### config.mk
export PLATFORM = sky130hd
export DESIGN_NAME = tpc_load_dma
export DESIGN_NICKNAME = d
export VERILOG_FILES = /design/src/rtl/tpc_pkg.sv /design/src/rtl/tpc_sync_fifo.sv /design/src/rtl/tpc_load_dma.sv
export SDC_FILE = /design/constraint.sdc
export NUM_CORES = 2
export LEC_CHECK = 0
export BUFFER_PORTS_ARGS = -buffer_cell sky130_fd_sc_hd__buf_2
export CAP_MARGIN = 0
export CORE_ASPECT_RATIO = 1.75
export CORE_MARGIN = 10
export CORE_UTILIZATION = 64
export CTS_BUF_LIST = sky130_fd_sc_hd__clkbuf_4 sky130_fd_sc_hd__clkbuf_8
export DETAILED_ROUTE_END_ITERATION = 16
export PLACE_DENSITY = 0.93
export SYNTH_ARGS = -nofsm -noshare
export SYNTH_HDL_FRONTEND = slang
export SYNTH_SLANG_ARGS = --single-unit
### constraint.sdc
create_clock -name clk -period 27.6 [get_ports clk]
set_input_delay 1.38 -clock clk [delete_from_list [all_inputs] [get_ports clk]]
set_output_delay 1.38 -clock clk [all_outputs]
set_load 0.05 [all_outputs]
### src/rtl/tpc_pkg.sv
// Shared constants, load-DMA state encoding and AXI burst sizing for the TPC.
package tpc_pkg;
    localparam int AXI_ADDR_W     = 40;
    localparam int LOCAL_ADDR_W   = 20;
    localparam int SRAM_WIDTH     = 256;
    localparam int BYTES_PER_BEAT = 32;
    localparam int PAGE_BYTES     = 4096;
    localparam int BEAT_SHIFT     = $clog2(BYTES_PER_BEAT);
    localparam int PAGE_SHIFT     = $clog2(PAGE_BYTES);

    typedef enum logic [2:0] {
        LD_IDLE,
        LD_ADDR,
        LD_DATA,
        LD_DRAIN,
        LD_DONE
    } ld_state_e;

    // AXI bursts may not cross a 4 KB page, so clip to the beats left in the page.
    function automatic logic [15:0] burst_beats(input logic [PAGE_SHIFT-1:0] page_off,
                                                input logic [15:0] remaining,
                                                input logic [15:0] max_burst);
        logic [15:0] to_page;
        logic [15:0] beats;
        to_page = 16'(PAGE_BYTES / BYTES_PER_BEAT) - 16'(page_off >> BEAT_SHIFT);
        beats   = remaining;
        if (beats > max_burst) beats = max_burst;
        if (beats > to_page) beats = to_page;
        return beats;
    endfunction
endpackage

### src/rtl/tpc_sync_fifo.sv
// Show-ahead synchronous FIFO; a write appears on rd_dat one cycle later.
// Push is accepted when not full, or when full with a simultaneous pop.
module tpc_sync_fifo #(
    parameter int WIDTH = 256,
    parameter int DEPTH = 16,
    localparam int CW   = $clog2(DEPTH + 1)
) (
    input  logic             clk,
    input  logic             rst,
    input  logic             wr_vld,
    input  logic [WIDTH-1:0] wr_dat,
    input  logic             rd_rdy,
    output logic [WIDTH-1:0] rd_dat,
    output logic             full,
    output logic             empty,
    output logic [CW-1:0]    count
);
    localparam int AW = (DEPTH > 1) ? $clog2(DEPTH) : 1;

    logic [WIDTH-1:0] mem [DEPTH];
    logic [AW-1:0]    wr_ptr;
    logic [AW-1:0]    rd_ptr;
    logic             do_push;
    logic             do_pop;

    function automatic logic [AW-1:0] ptr_inc(input logic [AW-1:0] p);
        return (p == AW'(DEPTH - 1)) ? '0 : p + AW'(1);
    endfunction

    assign full    = (count == CW'(DEPTH));
    assign empty   = (count == '0);
    assign rd_dat  = mem[rd_ptr];
    assign do_pop  = rd_rdy && !empty;
    assign do_push = wr_vld && (!full || do_pop);

    always_ff @(posedge clk) begin
        if (do_push) mem[wr_ptr] <= wr_dat;
    end

    always_ff @(posedge clk) begin
        if (rst) begin
            wr_ptr <= '0;
            rd_ptr <= '0;
            count  <= '0;
        end else begin
            if (do_push) wr_ptr <= ptr_inc(wr_ptr);
            if (do_pop) rd_ptr <= ptr_inc(rd_ptr);
            case ({do_push, do_pop})
                2'b10:   count <= count + CW'(1);
                2'b01:   count <= count - CW'(1);
                default: count <= count;
            endcase
        end
    end
endmodule

### src/rtl/tpc_load_dma.sv
// Loads DRAM words over AXI4 reads into TPC SRAM/instr_mem through the noc_rx port.
// First noc_rx_valid 3 cycles after accept plus read latency; AR held back until the FIFO can absorb a whole burst.
module tpc_load_dma #(
    parameter int SRAM_WIDTH   = tpc_pkg::SRAM_WIDTH,
    parameter int AXI_ADDR_W   = tpc_pkg::AXI_ADDR_W,
    parameter int LOCAL_ADDR_W = tpc_pkg::LOCAL_ADDR_W,
    parameter int MAX_BURST    = 16,
    parameter int FIFO_DEPTH   = 16
) (
    input  logic                    clk,
    input  logic                    rst,
    input  logic                    cmd_valid,
    output logic                    cmd_ready,
    input  logic [AXI_ADDR_W-1:0]   cmd_src_addr,
    input  logic [LOCAL_ADDR_W-1:0] cmd_dst_addr,
    input  logic [15:0]             cmd_len,
    input  logic                    cmd_is_instr,
    output logic                    busy,
    output logic                    done,
    output logic                    error,
    output logic [AXI_ADDR_W-1:0]   axi_araddr,
    output logic [7:0]              axi_arlen,
    output logic                    axi_arvalid,
    input  logic                    axi_arready,
    input  logic [SRAM_WIDTH-1:0]   axi_rdata,
    input  logic                    axi_rlast,
    input  logic                    axi_rvalid,
    output logic                    axi_rready,
    output logic [SRAM_WIDTH-1:0]   noc_rx_data,
    output logic [LOCAL_ADDR_W-1:0] noc_rx_addr,
    output logic                    noc_rx_is_instr,
    output logic                    noc_rx_valid,
    input  logic                    noc_rx_ready
);
    import tpc_pkg::*;

    localparam int CW = $clog2(FIFO_DEPTH + 1);

    ld_state_e               state;
    logic [15:0]             remaining;
    logic [8:0]              burst_left;
    logic [LOCAL_ADDR_W-1:0] noc_addr;
    logic                    is_instr;
    logic                    fifo_full;
    logic                    fifo_empty;
    logic [CW-1:0]           fifo_count;
    logic [SRAM_WIDTH-1:0]   fifo_head;
    logic                    push;
    logic                    pop;
    logic                    last_beat;
    logic [16:0]             count_next;
    logic [16:0]             free_next;
    logic [15:0]             nb_cmd;
    logic [15:0]             nb_cur;
    logic [15:0]             nb_adv;
    logic [AXI_ADDR_W-1:0]   src_adv;

    tpc_sync_fifo #(.WIDTH(SRAM_WIDTH), .DEPTH(FIFO_DEPTH)) u_fifo (
        .clk    (clk),
        .rst    (rst),
        .wr_vld (push),
        .wr_dat (axi_rdata),
        .rd_rdy (pop),
        .rd_dat (fifo_head),
        .full   (fifo_full),
        .empty  (fifo_empty),
        .count  (fifo_count)
    );

    assign axi_rready      = (state == LD_DATA) && !fifo_full;
    assign push            = axi_rvalid && axi_rready;
    assign noc_rx_valid    = !fifo_empty;
    assign pop             = noc_rx_valid && noc_rx_ready;
    assign noc_rx_data     = fifo_empty ? '0 : fifo_head;
    assign noc_rx_addr     = noc_addr;
    assign noc_rx_is_instr = is_instr;
    assign last_beat       = push && (burst_left == 9'd1);

    // Occupancy after this edge, so an AR can go out right after the last R beat.
    assign count_next = 17'(fifo_count) + 17'(push) - 17'(pop);
    assign free_next  = 17'(FIFO_DEPTH) - count_next;
    assign src_adv    = axi_araddr + ((AXI_ADDR_W'(axi_arlen) + AXI_ADDR_W'(1)) << BEAT_SHIFT);
    assign nb_cmd     = burst_beats(cmd_src_addr[PAGE_SHIFT-1:0], cmd_len, 16'(MAX_BURST));
    assign nb_cur     = burst_beats(axi_araddr[PAGE_SHIFT-1:0], remaining, 16'(MAX_BURST));
    assign nb_adv     = burst_beats(src_adv[PAGE_SHIFT-1:0], remaining, 16'(MAX_BURST));

    always_ff @(posedge clk) begin
        if (rst) begin
            state       <= LD_IDLE;
            cmd_ready   <= 1'b1;
            busy        <= 1'b0;
            done        <= 1'b0;
            error       <= 1'b0;
            axi_arvalid <= 1'b0;
            axi_araddr  <= '0;
            axi_arlen   <= '0;
            remaining   <= '0;
            burst_left  <= '0;
            noc_addr    <= '0;
            is_instr    <= 1'b0;
        end else begin
            if (pop) noc_addr <= noc_addr + LOCAL_ADDR_W'(1);
            if (push && (axi_rlast != (burst_left == 9'd1))) error <= 1'b1;
            case (state)
                LD_IDLE: begin
                    if (cmd_valid && cmd_ready) begin
                        cmd_ready <= 1'b0;
                        busy      <= 1'b1;
                        error     <= 1'b0;
                        is_instr  <= cmd_is_instr;
                        noc_addr  <= cmd_dst_addr;
                        remaining <= cmd_len;
                        if (cmd_len == 16'd0) begin
                            state <= LD_DONE;
                        end else begin
                            axi_araddr  <= cmd_src_addr;
                            axi_arlen   <= 8'(nb_cmd - 16'd1);
                            axi_arvalid <= 1'b1;
                            state       <= LD_ADDR;
                        end
                    end
                end
                LD_ADDR: begin
                    if (axi_arvalid) begin
                        if (axi_arready) begin
                            axi_arvalid <= 1'b0;
                            remaining   <= remaining - (16'(axi_arlen) + 16'd1);
                            burst_left  <= 9'(axi_arlen) + 9'd1;
                            state       <= LD_DATA;
                        end
                    end else if (free_next >= 17'(nb_cur)) begin
                        axi_arlen   <= 8'(nb_cur - 16'd1);
                        axi_arvalid <= 1'b1;
                    end
                end
                LD_DATA: begin
                    if (last_beat) begin
                        burst_left <= '0;
                        if (remaining != 16'd0) begin
                            axi_araddr  <= src_adv;
                            axi_arlen   <= 8'(nb_adv - 16'd1);
                            axi_arvalid <= (free_next >= 17'(nb_adv));
                            state       <= LD_ADDR;
                        end else begin
                            state <= LD_DRAIN;
                        end
                    end else if (push) begin
                        burst_left <= burst_left - 9'd1;
                    end
                end
                LD_DRAIN: begin
                    if (pop && (fifo_count == CW'(1))) begin
                        done  <= 1'b1;
                        busy  <= 1'b0;
                        state <= LD_DONE;
                    end
                end
                LD_DONE: begin
                    // Zero-length commands arrive here with done low and pulse it one cycle later.
                    if (done) begin
                        done      <= 1'b0;
                        cmd_ready <= 1'b1;
                        state     <= LD_IDLE;
                    end else begin
                        done <= 1'b1;
                        busy <= 1'b0;
                    end
                end
                default: state <= LD_IDLE;
            endcase
        end
    end
endmodule
# After elaboration in Yosys (flattened, before gate mapping)
# Memory sizes are Yosys's and may differ from the RTL's. A register that Yosys moved wholly into a read port is not among the register bits.
# Cells that the tools add are included.
# op_classes
reduce_logical,34
magnitude_cmp,7
eq_ne,24
add_sub_neg,20
muxes,67
# ops
cell,count
$mux 256,1
$mux 40,4
$mux 16,7
$pmux 40 s2,1
$mux 20,3
$mux 8,7
$gt 16x16->1,3
$add 40x14->40,1
$mux 9,4
$ge 17x16->1,2
$gt 16x5->1 const B,2
$pmux 16 s2,1
$add 8x1->9 const B,3
$sub 8x7->9 const A,3
$pmux 8 s3,1
$sub 8x1->8 const B,3
$mux 3,7
$add 20x1->20 const B,1
$ne 2x2->1 const B,10
$mux 1,19
$pmux 9 s2,1
$logic_not 16->1,1
$mux 4,4
$reduce_bool 16->1,1
other kinds (38),62
# totals
mem_bits_rw,4096
elab_cells,168
output_inout_bits,332
mem_count,1
reg_bits,115
input_bits,340
# memory_table
memory,words,word_bits,read_ports,rd_clocked_by_memory_dff,wr,line_no,rtl
u_fifo.mem,16,256,1,1,1,tpc_sync_fifo.sv:20,logic [WIDTH-1:0] mem [DEPTH];

# Logic depth before layout (Yosys ltp)
# logic_depth
depth_word,11
mapped_depth,27
depth_no_buf,26

# By module
# Synthesis repeated with hierarchy kept, for this count alone.
# unflattened
cells_unflattened,7801
area_unflattened_um2,163853.4
# modules_own_cells
mod,cells_each,instances,seq_area_each_um2,area_each_um2
tpc_sync_fifo,6363,1,123338.3,153349.6
tpc_load_dma,1438,1,2042.0,10503.8

# Worst setup path after synthesis
# Ideal clock, no wire load.
# synth_timing
path_type,input -> register
startpoint,input axi_rvalid
endpoint,memory u_fifo.mem[3][0] (enable)
n_path_buf,0
required_ns,26.414
setup_slack_ns,7.439
cell_stages,4
arrival_time_ns,18.975
setup_time_ns,1.186
cell_sequence,nand2_2 > clkinv_1 > nand2_1 > nor3_1
# synth_via
elab_chain_cells,4
# synth_lines
element,line_no,rtl
from (decl),tpc_load_dma.sv:27,"input logic axi_rvalid,"
$logic_and 1x1->1,tpc_load_dma.sv:71,assign push = axi_rvalid && axi_rready;
$logic_and 1x1->1,tpc_sync_fifo.sv:34,assign do_push = wr_vld && (!full || do_pop);
$mux 1,tpc_sync_fifo.sv:37,if (do_push) mem[wr_ptr] <= wr_dat;
$mux 1 (not written as such),tpc_sync_fifo.sv:37,
to (decl),tpc_sync_fifo.sv:20,
# No other way between the ends.

==> qor.csv <==
metric;value;unit
run status;complete, no violations;
Synth cell types;76;
Starting Density;0.644;
post_cts resized;0;
first-pass GRT wire length;639000;um
Synth Cell Area;164000;sq um
crit end category;output pin;
GRT Residual Overflow;0;
Die ar.;278000;sq um
Fmax;0.111;GHz
die height;690;um
DP HPWL;254000;um
Detailed Route Iter0 Violations;13183;
Hold Path Cell Cnt;2;
vias in the first global route;87812;
clk_lat worst skew;1.03;ns
Row Count;245;
CTS Hold Bufs;0;
Max-cap violations;0;
GRT Total Usage;0.322;
final hold violations;0;
# IOs;672;
Layout Skew;0.0528;ns
reg2reg setup slack;20.50;ns
die width;403;um
yosys warns;0;
CP required;26.22;ns
Routability Congestion;0.962;
Max Slew Vio Count;0;
hold endpoint;axi_araddr[2];
Avg Cell Area, Syn;22.9;sq um
most frequent cells in the layout;edfxtp_1, mux4_2, buf_2;
H-tree levels;6;
Seq cells post-synth;4215;
core footprint;255000;sq um
sequential fraction of the synthesis area;0.764;
total power;0.0166;W
CP startpoint kind;register;
drt pass-1 iters;6;
RR Endpoint;axi_arlen[6];
via count;86265;
worst r2r src;u_fifo.count[1];
hold path startpoint;axi_araddr[2];
maximum vdd drop;0.130;mV
number of remaining DRC errors;0;
Synth async-reset ratio;0;
Bufs on Longest Clock Path;4;
Post-CTS Setup Inserts;0;
pin slew with the least headroom to its limit;1.32;ns
CP Class;register to output pin;
Synth Flop Type;edfxtp_1;
initial antenna violation count;127;
Root Driver;clkbuf_8;
Period minus WS final;8.98;ns
Routed Antenna Nets;0;
post-route clock period utilization;0.325;
largest net degree at the start of global routing;171;
Port Buffers;671;
layout cells sized above 1;0.350;
Post-synth EDFFs;4096;
CTS Sinks;4215;
Reg clk slew, reported paths;0.08;ns
RSZ-0062 raised after global routing;no;
gate count of the mapped netlist;7181;
cts bufs inserted;567;
Hold WC Path Type;register to register;
Critical Path Fanout Max;47;
pre-CTS setup slack;19.50;ns
final WL;455000;um
WP data arrival;7.60;ns
endpoints failing setup;0;
final core utilization;0.719;
Final nets;8643;
Leak;57.5;nW
TNS Setup;0;ns
Final WS setup;18.62;ns
tightest hold margin;0.460;ns
WL per Instance;37.7;um
fill count;13150;
area grow syn2layout;11.5;%
R2R depth;25;
CTS tree;built;
vias per cell;7.16;
Max transition margin;0.119;
commonest non-fill, non-tap cell in the layout;edfxtp_1;
Power Dens Cells;90.9;nW/um^2
[kinds of logic (layout without fill, tap and decap cells)]
logic type      after synthesis  in the layout  share of synthesized area
compound gates              346            346                     0.0143
xor+xnor                     65             65                    0.00347
fa+ha+maj                   103            103                    0.00799
buf+inv                     447           1887                     0.0104
flops                      4215           4215                      0.764
mux                        1297           1297                      0.177
other cells                   2             94                  0.0000458
simple gates                706            706                     0.0229
[synthesized netlist by cell type, types with 9 or more instances]
master    number  area, sq um
nor3_1        42          210
buf_1         67          251
inv_1         73          274
xor2_1        30          263
nor4_1         9         56.3
ha_1         100         1250
a211oi_1      39          293
edfxtp_1    4096       123000
a311oi_1      24          210
or4_1          9         67.6
nor2b_1       12         75.1
nand2_1      123          462
or3_1         16          100
clkbuf_1     297         1110
a21o_1        15          113
and3_1        12         75.1
nor2_1       121          454
a21oi_1       88          440
xnor2_1       35          307
nand4_1       20          125
mux4_2      1280        28800
o21ai_0       57          285
o21a_1        15          113
mux2i_1        9         90.1
nand3_1       42          210
a31oi_1       12         75.1
dfxtp_1      119         2380
and2_1       267         1670
[stage by stage]
stage | instance area [sq um] | std cells
finish | 183000 | 12047
global route | 183000 | 12015
CTS | 183000 | 11974
detailed placement | 172000 | 10965
global placement | 172000 | 10965
floorplan | 164000 | 7200
[registers in the layout (all words and copies together), names as in the netlist, 3 cells and up, named ones only]
name and flops:
u_fifo.mem 4096, axi_araddr 40, noc_rx_addr 20, remaining 16, burst_left 9, axi_arlen 8, u_fifo.count 5, u_fifo.rd_ptr 4
u_fifo.wr_ptr 4, state 3
[worst max-delay path by stage]
stage                                  end  depth (start not counted)
after floorplan           u_fifo.mem[3][0]                          4
after global placement     noc_rx_data[14]                          9
after detailed placement   noc_rx_data[10]                          9
after CTS                  noc_rx_data[10]                          9
after global routing       noc_rx_data[10]                          9
final                      noc_rx_data[10]                          9
[per-layer routing]
metal	wire length, um	vias up	GRT usage
li1	-	32638	-
met1	144000	44340	0.392
met2	232000	7762	0.534
met3	50100	1451	0.0736
met4	28100	74	0.185
met5	502	-	0
[worst max-delay path: stages (launching register included)]
cell and delay [ns]:
dfxtp_4 0.78, buf_4 0.61, buf_4 0.90, buf_4 0.74
buf_4 0.84, buf_4 0.82, mux4_2 0.67, mux4_2 0.62
and2_1 0.22, buf_2 0.22
[final cells by class]
type / instances / area (sq um) / share of cell area
clock inverters: 286 / 2150 / 0.0118
flip-flops and latches: 4215 / 125000 / 0.685
clock buffers: 723 / 9070 / 0.0496
repair buffers: 802 / 4560 / 0.0249
inverters: 76 / 285 / 0.00156
multi-input cells: 2538 / 37200 / 0.203
well taps: 3334 / 4170 / 0.0228
diodes: 73 / 183 / 0.000998
[power by group]
group | internal, W | switching, W | total, W
clock network | 0.00243 | 0.00236 | 0.00479
registers | 0.00714 | 0.000124 | 0.00726
logic | 0.00160 | 0.00298 | 0.00459
Note: power is estimated with default switching activity, not from simulation.
